`config.mk`:
```
export PLATFORM = sky130hd
export DESIGN_NAME = mips_cpu_reg_writeback
export DESIGN_NICKNAME = d
export VERILOG_FILES = /design/src/rtl/mips_cpu_definitions.sv /design/src/rtl/mips_cpu_load_extract.sv /design/src/rtl/mips_cpu_reg_writeback.sv
export SDC_FILE = /design/constraint.sdc
export NUM_CORES = 1
export LEC_CHECK = 0
export BUFFER_PORTS_ARGS = -buffer_cell sky130_fd_sc_hd__buf_4
export CORE_ASPECT_RATIO = 1.1
export CORE_MARGIN = 2
export CORE_UTILIZATION = 52
export CTS_CLUSTER_DIAMETER = 50
export DETAILED_ROUTE_END_ITERATION = 10
export PLACE_DENSITY = 0.79
export SLEW_MARGIN = 10
export SYNTH_ARGS = -nofsm -noshare
export SYNTH_HDL_FRONTEND = slang
export SYNTH_HIERARCHICAL = 1
export SYNTH_SLANG_ARGS = --single-unit
```
`constraint.sdc`:
```
create_clock -name clk -period 3.1 [get_ports clk]
set_clock_uncertainty 0.1 [all_clocks]
set_input_delay 0.62 -clock clk [delete_from_list [all_inputs] [get_ports clk]]
set_output_delay 0.62 -clock clk [all_outputs]
set_load 0.1 [all_outputs]
```
`src/rtl/mips_cpu_definitions.sv`:
```
// -----------------------------------------------------------------------------
// mips_cpu_definitions
//   Shared MIPS I encodings and writeback-stage types.
//   Contents: opcode_t (primary opcode field), funct_t (R-type funct field),
//   REGIMM link sub-codes, the link register index and the writeback FSM
//   state enum wb_state_t.
// -----------------------------------------------------------------------------
package mips_cpu_definitions;

    typedef enum logic [5:0] {
        OPCODE_R      = 6'h00,
        OPCODE_REGIMM = 6'h01,
        OPCODE_J      = 6'h02,
        OPCODE_JAL    = 6'h03,
        OPCODE_BEQ    = 6'h04,
        OPCODE_BNE    = 6'h05,
        OPCODE_BLEZ   = 6'h06,
        OPCODE_BGTZ   = 6'h07,
        OPCODE_ADDI   = 6'h08,
        OPCODE_ADDIU  = 6'h09,
        OPCODE_SLTI   = 6'h0A,
        OPCODE_SLTIU  = 6'h0B,
        OPCODE_ANDI   = 6'h0C,
        OPCODE_ORI    = 6'h0D,
        OPCODE_XORI   = 6'h0E,
        OPCODE_LUI    = 6'h0F,
        OPCODE_LB     = 6'h20,
        OPCODE_LH     = 6'h21,
        OPCODE_LWL    = 6'h22,
        OPCODE_LW     = 6'h23,
        OPCODE_LBU    = 6'h24,
        OPCODE_LHU    = 6'h25,
        OPCODE_LWR    = 6'h26,
        OPCODE_SB     = 6'h28,
        OPCODE_SH     = 6'h29,
        OPCODE_SW     = 6'h2B
    } opcode_t;

    typedef enum logic [5:0] {
        FUNCT_SLL   = 6'h00,
        FUNCT_SRL   = 6'h02,
        FUNCT_SRA   = 6'h03,
        FUNCT_SLLV  = 6'h04,
        FUNCT_SRLV  = 6'h06,
        FUNCT_SRAV  = 6'h07,
        FUNCT_JR    = 6'h08,
        FUNCT_JALR  = 6'h09,
        FUNCT_MFHI  = 6'h10,
        FUNCT_MTHI  = 6'h11,
        FUNCT_MFLO  = 6'h12,
        FUNCT_MTLO  = 6'h13,
        FUNCT_MULT  = 6'h18,
        FUNCT_MULTU = 6'h19,
        FUNCT_DIV   = 6'h1A,
        FUNCT_DIVU  = 6'h1B,
        FUNCT_ADD   = 6'h20,
        FUNCT_ADDU  = 6'h21,
        FUNCT_SUB   = 6'h22,
        FUNCT_SUBU  = 6'h23,
        FUNCT_AND   = 6'h24,
        FUNCT_OR    = 6'h25,
        FUNCT_XOR   = 6'h26,
        FUNCT_NOR   = 6'h27,
        FUNCT_SLT   = 6'h2A,
        FUNCT_SLTU  = 6'h2B
    } funct_t;

    localparam logic [4:0] REGIMM_BLTZAL = 5'b10000;
    localparam logic [4:0] REGIMM_BGEZAL = 5'b10001;
    localparam logic [4:0] REG_LINK      = 5'd31;

    typedef enum logic [1:0] {
        WB_IDLE     = 2'd0,
        WB_WAIT_MEM = 2'd1,
        WB_COMMIT   = 2'd2
    } wb_state_t;

endpackage

```
`src/rtl/mips_cpu_load_extract.sv`:
```
// -----------------------------------------------------------------------------
// mips_cpu_load_extract
//   Combinational little-endian load data extraction and LWL/LWR merge.
//   Ports:
//     opcode_i    [5:0]  load opcode of the committing instruction
//     k_i         [1:0]  byte offset (effective address bits [1:0])
//     mem_word_i  [31:0] aligned word returned by memory
//     rt_value_i  [31:0] current rt contents, merged by LWL/LWR
//     result_o    [31:0] value to write into the destination register
// -----------------------------------------------------------------------------
module mips_cpu_load_extract
    import mips_cpu_definitions::*;
(
    input  logic [5:0]  opcode_i,
    input  logic [1:0]  k_i,
    input  logic [31:0] mem_word_i,
    input  logic [31:0] rt_value_i,
    output logic [31:0] result_o
);

    logic [7:0]  byte_s;
    logic [15:0] half_s;
    logic [4:0]  lwl_sh_s;
    logic [4:0]  lwr_sh_s;

    // Byte lane select: byte k lives in bits [8k+7:8k]
    always_comb begin
        byte_s = 8'h00;
        case (k_i)
            2'd0:    byte_s = mem_word_i[7:0];
            2'd1:    byte_s = mem_word_i[15:8];
            2'd2:    byte_s = mem_word_i[23:16];
            2'd3:    byte_s = mem_word_i[31:24];
            default: byte_s = 8'h00;
        endcase
    end

    // Halfword select uses k[1] only; shift amounts are 8*(3-k) and 8*k,
    // and 3-k on a 2-bit value is simply its bitwise inverse
    assign half_s   = k_i[1] ? mem_word_i[31:16] : mem_word_i[15:0];
    assign lwl_sh_s = {~k_i, 3'b000};
    assign lwr_sh_s = {k_i, 3'b000};

    // Per-opcode result formation
    always_comb begin
        result_o = mem_word_i;
        case (opcode_i)
            OPCODE_LB:  result_o = {{24{byte_s[7]}}, byte_s};
            OPCODE_LBU: result_o = {24'h000000, byte_s};
            OPCODE_LH:  result_o = {{16{half_s[15]}}, half_s};
            OPCODE_LHU: result_o = {16'h0000, half_s};
            OPCODE_LW:  result_o = mem_word_i;
            OPCODE_LWL: result_o = (mem_word_i << lwl_sh_s)
                                 | (rt_value_i & ~(32'hFFFF_FFFF << lwl_sh_s));
            OPCODE_LWR: result_o = (mem_word_i >> lwr_sh_s)
                                 | (rt_value_i & ~(32'hFFFF_FFFF >> lwr_sh_s));
            default:    result_o = mem_word_i;
        endcase
    end

endmodule

```
`src/rtl/mips_cpu_reg_writeback.sv`:
```
// -----------------------------------------------------------------------------
// mips_cpu_reg_writeback
//   Write-side initiator for the register file. Accepts one retiring
//   instruction per handshake, resolves its destination (rd / rt / $31),
//   waits for load data when needed, and issues one registered write.
//   Ports:
//     clk, reset (async, active-high)
//     in_valid/in_ready handshake, in_opcode, in_funct, in_rt, in_rd,
//     in_alu_result, in_link_addr, in_rt_value   -- retiring instruction
//     mem_readdata, mem_readvalid                -- load data return
//     rf_write_en, rf_a3, rf_opcode, rf_writedata -- register-file write port
//   Optional build macro MIPS_WB_FORWARD_EN adds:
//     fwd_valid/fwd_reg/fwd_data  -- copy of the write port during COMMIT
//     pend_valid/pend_reg         -- load destination pending in WAIT_MEM
// -----------------------------------------------------------------------------
module mips_cpu_reg_writeback
    import mips_cpu_definitions::*;
(
    input  logic        clk,
    input  logic        reset,
    input  logic        in_valid,
    output logic        in_ready,
    input  logic [5:0]  in_opcode,
    input  logic [5:0]  in_funct,
    input  logic [4:0]  in_rt,
    input  logic [4:0]  in_rd,
    input  logic [31:0] in_alu_result,
    input  logic [31:0] in_link_addr,
    input  logic [31:0] in_rt_value,
    input  logic [31:0] mem_readdata,
    input  logic        mem_readvalid,
    output logic        rf_write_en,
    output logic [4:0]  rf_a3,
    output logic [5:0]  rf_opcode,
    output logic [31:0] rf_writedata
`ifdef MIPS_WB_FORWARD_EN
    ,
    output logic        fwd_valid,
    output logic [4:0]  fwd_reg,
    output logic [31:0] fwd_data,
    output logic        pend_valid,
    output logic [4:0]  pend_reg
`endif
);

    wb_state_t   state_q;
    logic        rf_write_en_q;
    logic [4:0]  rf_a3_q;
    logic [5:0]  rf_opcode_q;
    logic [31:0] rf_writedata_q;
    logic [1:0]  ld_k_q;
    logic [31:0] rt_value_q;

    logic        dec_write_s;
    logic        dec_load_s;
    logic [4:0]  dec_dest_s;
    logic [31:0] dec_data_s;
    logic        accept_s;
    logic        commit_s;
    logic [31:0] load_result_s;

    // Destination/data resolution of the presented instruction
    always_comb begin
        dec_write_s = 1'b0;
        dec_load_s  = 1'b0;
        dec_dest_s  = 5'd0;
        dec_data_s  = in_alu_result;
        case (in_opcode)
            OPCODE_R: begin
                case (in_funct)
                    FUNCT_JALR: begin
                        dec_write_s = 1'b1;
                        dec_dest_s  = in_rd;
                        dec_data_s  = in_link_addr;
                    end
                    FUNCT_SLL, FUNCT_SRL, FUNCT_SRA, FUNCT_SLLV, FUNCT_SRLV,
                    FUNCT_SRAV, FUNCT_MFHI, FUNCT_MFLO, FUNCT_ADD, FUNCT_ADDU,
                    FUNCT_SUB, FUNCT_SUBU, FUNCT_AND, FUNCT_OR, FUNCT_XOR,
                    FUNCT_NOR, FUNCT_SLT, FUNCT_SLTU: begin
                        dec_write_s = 1'b1;
                        dec_dest_s  = in_rd;
                    end
                    // JR, MULT/DIV family, MTHI/MTLO and unknown functs write nothing
                    default: dec_write_s = 1'b0;
                endcase
            end
            OPCODE_REGIMM: begin
                // Linking branches write $31 whether or not the branch is taken
                if ((in_rt == REGIMM_BLTZAL) || (in_rt == REGIMM_BGEZAL)) begin
                    dec_write_s = 1'b1;
                    dec_dest_s  = REG_LINK;
                    dec_data_s  = in_link_addr;
                end else begin
                    dec_write_s = 1'b0;
                end
            end
            OPCODE_JAL: begin
                dec_write_s = 1'b1;
                dec_dest_s  = REG_LINK;
                dec_data_s  = in_link_addr;
            end
            OPCODE_ADDI, OPCODE_ADDIU, OPCODE_SLTI, OPCODE_SLTIU,
            OPCODE_ANDI, OPCODE_ORI, OPCODE_XORI, OPCODE_LUI: begin
                dec_write_s = 1'b1;
                dec_dest_s  = in_rt;
            end
            OPCODE_LB, OPCODE_LH, OPCODE_LWL, OPCODE_LW,
            OPCODE_LBU, OPCODE_LHU, OPCODE_LWR: begin
                dec_write_s = 1'b1;
                dec_load_s  = 1'b1;
                dec_dest_s  = in_rt;
            end
            default: dec_write_s = 1'b0;
        endcase
    end

    assign in_ready = (state_q == WB_IDLE);
    assign accept_s = in_valid && in_ready;
    // Writes to $0 retire silently, so loads to $0 never wait for data
    assign commit_s = dec_write_s && (dec_dest_s != 5'd0);

    // Load extraction operates on fields latched at accept time
    mips_cpu_load_extract u_load_extract (
        .opcode_i   (rf_opcode_q),
        .k_i        (ld_k_q),
        .mem_word_i (mem_readdata),
        .rt_value_i (rt_value_q),
        .result_o   (load_result_s)
    );

    // Writeback FSM with registered write-port outputs
    always_ff @(posedge clk or posedge reset) begin
        if (reset) begin
            state_q        <= WB_IDLE;
            rf_write_en_q  <= 1'b0;
            rf_a3_q        <= 5'd0;
            rf_opcode_q    <= 6'd0;
            rf_writedata_q <= 32'd0;
            ld_k_q         <= 2'd0;
            rt_value_q     <= 32'd0;
        end else begin
            case (state_q)
                WB_IDLE: begin
                    rf_write_en_q <= 1'b0;
                    if (accept_s && commit_s) begin
                        rf_a3_q     <= dec_dest_s;
                        rf_opcode_q <= in_opcode;
                        ld_k_q      <= in_alu_result[1:0];
                        rt_value_q  <= in_rt_value;
                        if (dec_load_s) begin
                            state_q <= WB_WAIT_MEM;
                        end else begin
                            rf_writedata_q <= dec_data_s;
                            rf_write_en_q  <= 1'b1;
                            state_q        <= WB_COMMIT;
                        end
                    end
                end
                WB_WAIT_MEM: begin
                    if (mem_readvalid) begin
                        rf_writedata_q <= load_result_s;
                        rf_write_en_q  <= 1'b1;
                        state_q        <= WB_COMMIT;
                    end
                end
                WB_COMMIT: begin
                    rf_write_en_q <= 1'b0;
                    state_q       <= WB_IDLE;
                end
                default: begin
                    rf_write_en_q <= 1'b0;
                    state_q       <= WB_IDLE;
                end
            endcase
        end
    end

    assign rf_write_en  = rf_write_en_q;
    assign rf_a3        = rf_a3_q;
    assign rf_opcode    = rf_opcode_q;
    assign rf_writedata = rf_writedata_q;

`ifdef MIPS_WB_FORWARD_EN
    assign fwd_valid  = rf_write_en_q;
    assign fwd_reg    = rf_a3_q;
    assign fwd_data   = rf_writedata_q;
    assign pend_valid = (state_q == WB_WAIT_MEM);
    assign pend_reg   = (state_q == WB_WAIT_MEM) ? rf_a3_q : 5'd0;
`endif

endmodule
```
Word level (Yosys, flattened, before mapping)
Cells that the tools add are included.
{"block": "totals", "reg_bits": 80, "latch_bits": 0, "ram_bits": 0, "rom_bits": 0, "in_bits": 154, "output_inout_bits": 45, "word_cells": 110, "memories": 0}
{"block": "op_classes", "addsub": 0, "n_mul": 0, "div_mod_pow": 0, "order_cmp": 0, "n_eq_ne": 50, "shifts": 4, "n_mux": 25, "bitwise": 7, "n_reduce_logical": 17}
{"op": "$pmux 32 s6", "count": 1}
{"op": "$mux 32", "count": 5}
{"op": "$eq 6x6->1 const B", "count": 23}
{"op": "$pmux 32 s3", "count": 1}
{"op": "$and 32x32->32", "count": 2}
{"op": "$not 32->32", "count": 2}
{"op": "$or 32x32->32", "count": 2}
{"op": "$pmux 32 s2", "count": 1}
{"op": "$eq 6x4->1 const B", "count": 9}
{"op": "$pmux 8 s4", "count": 1}
{"op": "$shl 32x5->32", "count": 1}
{"op": "$shl 32x5->32 const A", "count": 1}
{"op": "$shr 32x5->32", "count": 1}
{"op": "$shr 32x5->32 const A", "count": 1}
{"op": "$pmux 5 s4", "count": 1}
{"op": "$reduce_or 19->1", "count": 1}
{"op": "$eq 6x2->1 const B", "count": 3}
{"op": "$eq 6x3->1 const B", "count": 3}
{"op": "$mux 16", "count": 1}
{"op": "$reduce_or 16->1", "count": 1}
{"op": "$reduce_or 15->1", "count": 1}
{"op": "$eq 6x5->1 const B", "count": 2}
{"op": "$logic_not 6->1", "count": 2}
{"op": "$eq 5x5->1 const B", "count": 2}
{"op": "other kinds (20)", "count": 35}

Depth between registers and ports, before layout
{"block": "logic_depth", "word_depth": 9, "mapped_depth": 9, "ltp_nobuf": 6}

Cells and area by module
The synthesis kept the hierarchy.
{"mod": "mips_cpu_reg_writeback", "instances": 1, "cells_each": 306, "area_per_inst_um2": 3927.5, "seq_area_each_um2": 2001.9}
{"mod": "mips_cpu_load_extract", "instances": 1, "cells_each": 237, "area_per_inst_um2": 2068.2, "seq_area_each_um2": 0.0}

Worst setup path after synthesis
No wires, ideal clock.
{"block": "synth_path", "path_type": "reg-to-reg", "startpoint": "register rf_opcode_q[1], in the netlist rf_opcode[1]", "endpoint": "register rf_writedata_q[7], in the netlist rf_writedata[7]", "setup_ns": 0.134, "arrival_ns": 2.585, "t_required_ns": 2.866, "slack_ns": 0.281, "path_stages_with_launch": 9, "n_path_buf": 2, "period_less_slack_ns": 2.819, "path_cell_list": "dfrtp_1 buf_2 nor2b_1 clkbuf_1 nor2_2 a221o_1 a22o_1 a222oi_1 mux2i_1"}
{"block": "synth_via", "elab_chain_len": 4, "word_cells_on_any_way": 9, "cone_classes": "eq/ne: 6; mux: 3"}
{"element": "from (decl)", "line": "mips_cpu_reg_writeback.sv:49", "source": "logic [5:0] rf_opcode_q;"}
{"element": "from (signal assigned)", "line": "mips_cpu_reg_writeback.sv:147", "source": "rf_opcode_q <= in_opcode;"}
{"element": "$eq 6x6->1", "line": "mips_cpu_load_extract.sv:47", "source": "case (opcode_i)"}
{"element": "$pmux 32 s6 *", "line": "mips_cpu_load_extract.sv:47"}
{"element": "named net load_result_s[7]", "line": "mips_cpu_reg_writeback.sv:60", "source": "logic [31:0] load_result_s;"}
{"element": "$mux 32 *", "line": "mips_cpu_reg_writeback.sv:160", "source": "if (mem_readvalid) begin"}
{"element": "$pmux 32 s2 *", "line": "mips_cpu_reg_writeback.sv:142", "source": "case (state_q)"}
{"element": "to (signal assigned)", "line": "mips_cpu_reg_writeback.sv:153", "source": "rf_writedata_q <= dec_data_s;"}
{"element": "to (signal assigned)", "line": "mips_cpu_reg_writeback.sv:161", "source": "rf_writedata_q <= load_result_s;"}
{"element": "to (decl)", "line": "mips_cpu_reg_writeback.sv:50", "source": "logic [31:0] rf_writedata_q;"}
The timed path passes the listed nets; every way through them passes the cells marked *. The select of a mux whose other input is x is not followed.
A chain may end at the register's enable or synchronous reset.

Worst setup path after layout
{"block": "layout_path", "startpoint": "input in_rt[3]", "endpoint": "register rt_value_q[30]"}
{"block": "layout_via", "elab_chain_len": 8, "word_cells_on_any_way": 11, "cone_classes": "eq/ne: 2; mux: 4; reduce/logical: 5"}
{"element": "from (decl)", "line": "mips_cpu_reg_writeback.sv:25", "source": "input logic [4:0] in_rt,"}
{"element": "$eq 5x5->1", "line": "mips_cpu_reg_writeback.sv:89", "source": "if ((in_rt == REGIMM_BLTZAL) || (in_rt == REGIMM_BGEZAL)) begin"}
{"element": "$logic_or 1x1->1", "line": "mips_cpu_reg_writeback.sv:89"}
{"element": "$mux 5", "line": "mips_cpu_reg_writeback.sv:89"}
{"element": "$pmux 5 s4", "line": "mips_cpu_reg_writeback.sv:68", "source": "case (in_opcode)"}
{"element": "$reduce_bool 5->1", "line": "mips_cpu_reg_writeback.sv:120", "source": "assign commit_s = dec_write_s && (dec_dest_s != 5'd0);"}
{"element": "$logic_and 1x1->1 *", "line": "mips_cpu_reg_writeback.sv:120"}
{"element": "$logic_and 1x1->1 *", "line": "mips_cpu_reg_writeback.sv:145", "source": "if (accept_s && commit_s) begin"}
{"element": "$reduce_and 2->1 (no source line) *"}
{"element": "to (signal assigned)", "line": "mips_cpu_reg_writeback.sv:149", "source": "rt_value_q <= in_rt_value;"}
{"element": "to (decl)", "line": "mips_cpu_reg_writeback.sv:52", "source": "logic [31:0] rt_value_q;"}
Every way passes the cells marked *; elsewhere a longest branch is shown, timed or not.

==> run metrics <==
status=finished, final reports clean; Worst setup SP type=input port; flip-flop and latch count after synthesis=80; clk_lat worst skew=330 ps; vias in the first global route=5,636; maxcap violations=0; Tmin final=2753 ps; PwrDens=964.9 nW/µm²; RSZ-0062 raised after global routing=false; Achievable Freq=363.3 MHz; Syn Nets=697; critical path, cell by cell=buf_4, nor4b_1, buf_4, nand3_1, o2bb2ai_1, a21oi_2, or4_2, buf_12, mux2_1; antenna violations before repair=0; routed wire length=20,530 µm; drt first pass iters=10; Hold Crit Class=input port to asynchronous set/reset pin; cell count after placement=875; most common flop cell mapped by yosys=dfrtp_1; total core area=11,340 µm²; CP max FO=46; final non-filler cell area=8000 µm²; Post-Layout Cell Count=891; worst path bufs/invs=3; CTS tree=done; IO Port Bufs=198; antenna cell count=0; Lkg Pwr=3.964 nW; Post-synth top cells=dfrtp_1 (80), mux2i_1 (52), inv_1 (38), mux2_4 (37), a222oi_1 (32); dpl cell area=7646 µm²; Die Area=12,410 µm²; Clock Sinks=80; total CTS buffers=9; setup TNS=0 ps; Crit path max-delay family=simple AND/OR/NAND/NOR gates; GRT Total Usage=0.3287; num rows=41; global-route wire length before repair=31,130 µm; Synth Area per Inst=11.04 µm²; final-stage net count=890; CP Capture Type=flip-flop; Slowest-stage cell, CP=or4_2; filler cell count in the final layout=876; clock slew seen by the registers of the worst setup and hold paths=60 ps; Synth top area share=0.3339; critical path class=input port to flip-flop; Synth Instances=543; starting density of the core=0.5289; Worst EP arrival=2870 ps; Vias=5,757; Die W=106.4 µm; number of remaining DRC errors=0; Iter 0 DRT Violations=806; CP most frequent cell=buf_4; Max IR drop VDD=0.0007971 V; Synth area leader=dfrtp_1; final hold vios=0; gpl congestion=0.9291; Root Driver=clkbuf_16; CTS max path bufs=2; largest net degree at the start of global routing=47; setup violators final=0; WL per Instance=23.04 µm; Setup Fix Bufs, Post-CTS=0; post-CTS sizing=0; final hold slack=306.9 ps; synthesized area=5996 µm²; share of cells above drive strength 1=0.4480; top cells by area, synth=dfrtp_1 (33%), mux2_4 (9.3%), mux4_2 (9.0%); post-route ant nets=0; relative slew slack=0.4519; Post-CTS Hold Buffers=0; Tightest Pin Transition=813.5 ps; vias per inst=6.461; CP max stage delay=650 ps; Detailed Place HPWL=15,540 µm; FFs w/ async S/R, synth=1.000; final max-slew violation count=0; Distinct cells, synth=66; I/O pin count=199; most frequent cell after synthesis=dfrtp_1; grt ovf=0; Seq/Total Area, Yosys=0.3339; final cycle utilization of the critical path=0.8880; H-tree levels=3; Data required, critical path=3220 ps; area grow syn2layout=33.43%; Post-synth EDFFs=0; Die Y=116.6 µm; Synth Warn #=6
[stage by stage]
stage                     setup slack [ps]    util  power (mW)
after global routing                 225.4  0.7057       8.016
final                                347.3  0.7057       7.719
after floorplan                      280.7       -       5.239
after CTS                            389.2  0.7057       7.694
after detailed placement             75.77  0.6744       6.416
after global placement               111.9  0.6744       6.326
[state kept, by name, summed over array words and instances (netlist names)]
signal	cells
rf_a3	5
rt_value_q	32
rf_opcode	6
ld_k_q	2
rf_write_en	1
state_q	2
rf_writedata	32
[final cells by class]
class | count | area (µm²) | area share
well taps | 150 | 187.7 | 0.02346
repair buffers | 225 | 1727 | 0.2158
clock buffers | 10 | 239.0 | 0.02987
inverters | 41 | 155.1 | 0.01939
flip-flops and latches | 80 | 2004 | 0.2505
clock inverters | 6 | 115.1 | 0.01439
multi-input cells | 379 | 3572 | 0.4465
[layer usage]
layer	vias up	part of all wire	global-route usage
met3	63	0.089	0.06027
met4	0	0.042	0.1482
met1	2788	0.37	0.4127
met2	365	0.50	0.5573
met5	-	0	0
li1	2541	-	-
[final timing paths]
kind                                   from          endpoint  slack (ps)  cells after the start
worst min-delay path                  reset   rf_writedata[7]         310                      3
max in group asynchronous             reset         ld_k_q[1]        2170                      3
worst min register to register  rf_write_en       rf_write_en         390                      2
worst max register to register    ld_k_q[1]  rf_writedata[28]         370                      6
min in group clk                rf_write_en       rf_write_en         390                      2
worst max-delay path               in_rt[3]    rt_value_q[30]         350                      9
[cell families (layout without fill, tap and decap cells)]
group | count (synthesis) | in the layout | share of synthesized area
AOI/OAI and AO/OA | 154 | 154 | 0.2035
xor gates and xnor gates | 1 | 1 | 0.001461
buffers and inverters | 84 | 282 | 0.07179
DFF | 80 | 80 | 0.3339
muxes | 126 | 126 | 0.2940
and+or+nand+nor | 98 | 98 | 0.09537
[worst reg2reg max path, delay by kind of cell, from the launching register on]
family	cells	cell delay, ps
compound gates	2	730
flops	1	560
mux	2	780
simple gates	2	430
[where the power goes]
| part | internal, mW | leakage, nW | switching, mW | total, mW |
|---|---|---|---|---|
| clock | 0.813 | 0.169 | 0.441 | 1.25 |
| sequential | 1.44 | 0.958 | 0.396 | 1.84 |
| combinational | 1.53 | 2.84 | 3.09 | 4.63 |
[layout by cell type (no fill, tap or decap), types with 3 or more instances in the layout]
cell type,count
bufinv_16,3
nand3_1,12
and3_1,3
mux4_2,24
mux2_2,7
a22oi_1,5
nor2_2,3
nor3_1,3
mux2_4,37
a211oi_1,13
inv_1,37
clkbuf_16,9
a22o_1,7
buf_12,3
a311oi_1,6
nor2b_1,5
buf_4,222
o211ai_1,3
mux2_1,6
nor2_1,25
a21oi_1,14
o22ai_1,15
a221o_1,7
mux2i_1,52
dfrtp_1,78
o21ai_0,14
nand2_1,20
a31oi_1,3
o22a_1,16
inv_2,3
a222oi_1,32
nand2b_1,5
No activity file was read; power rests on OpenSTA's default activity.
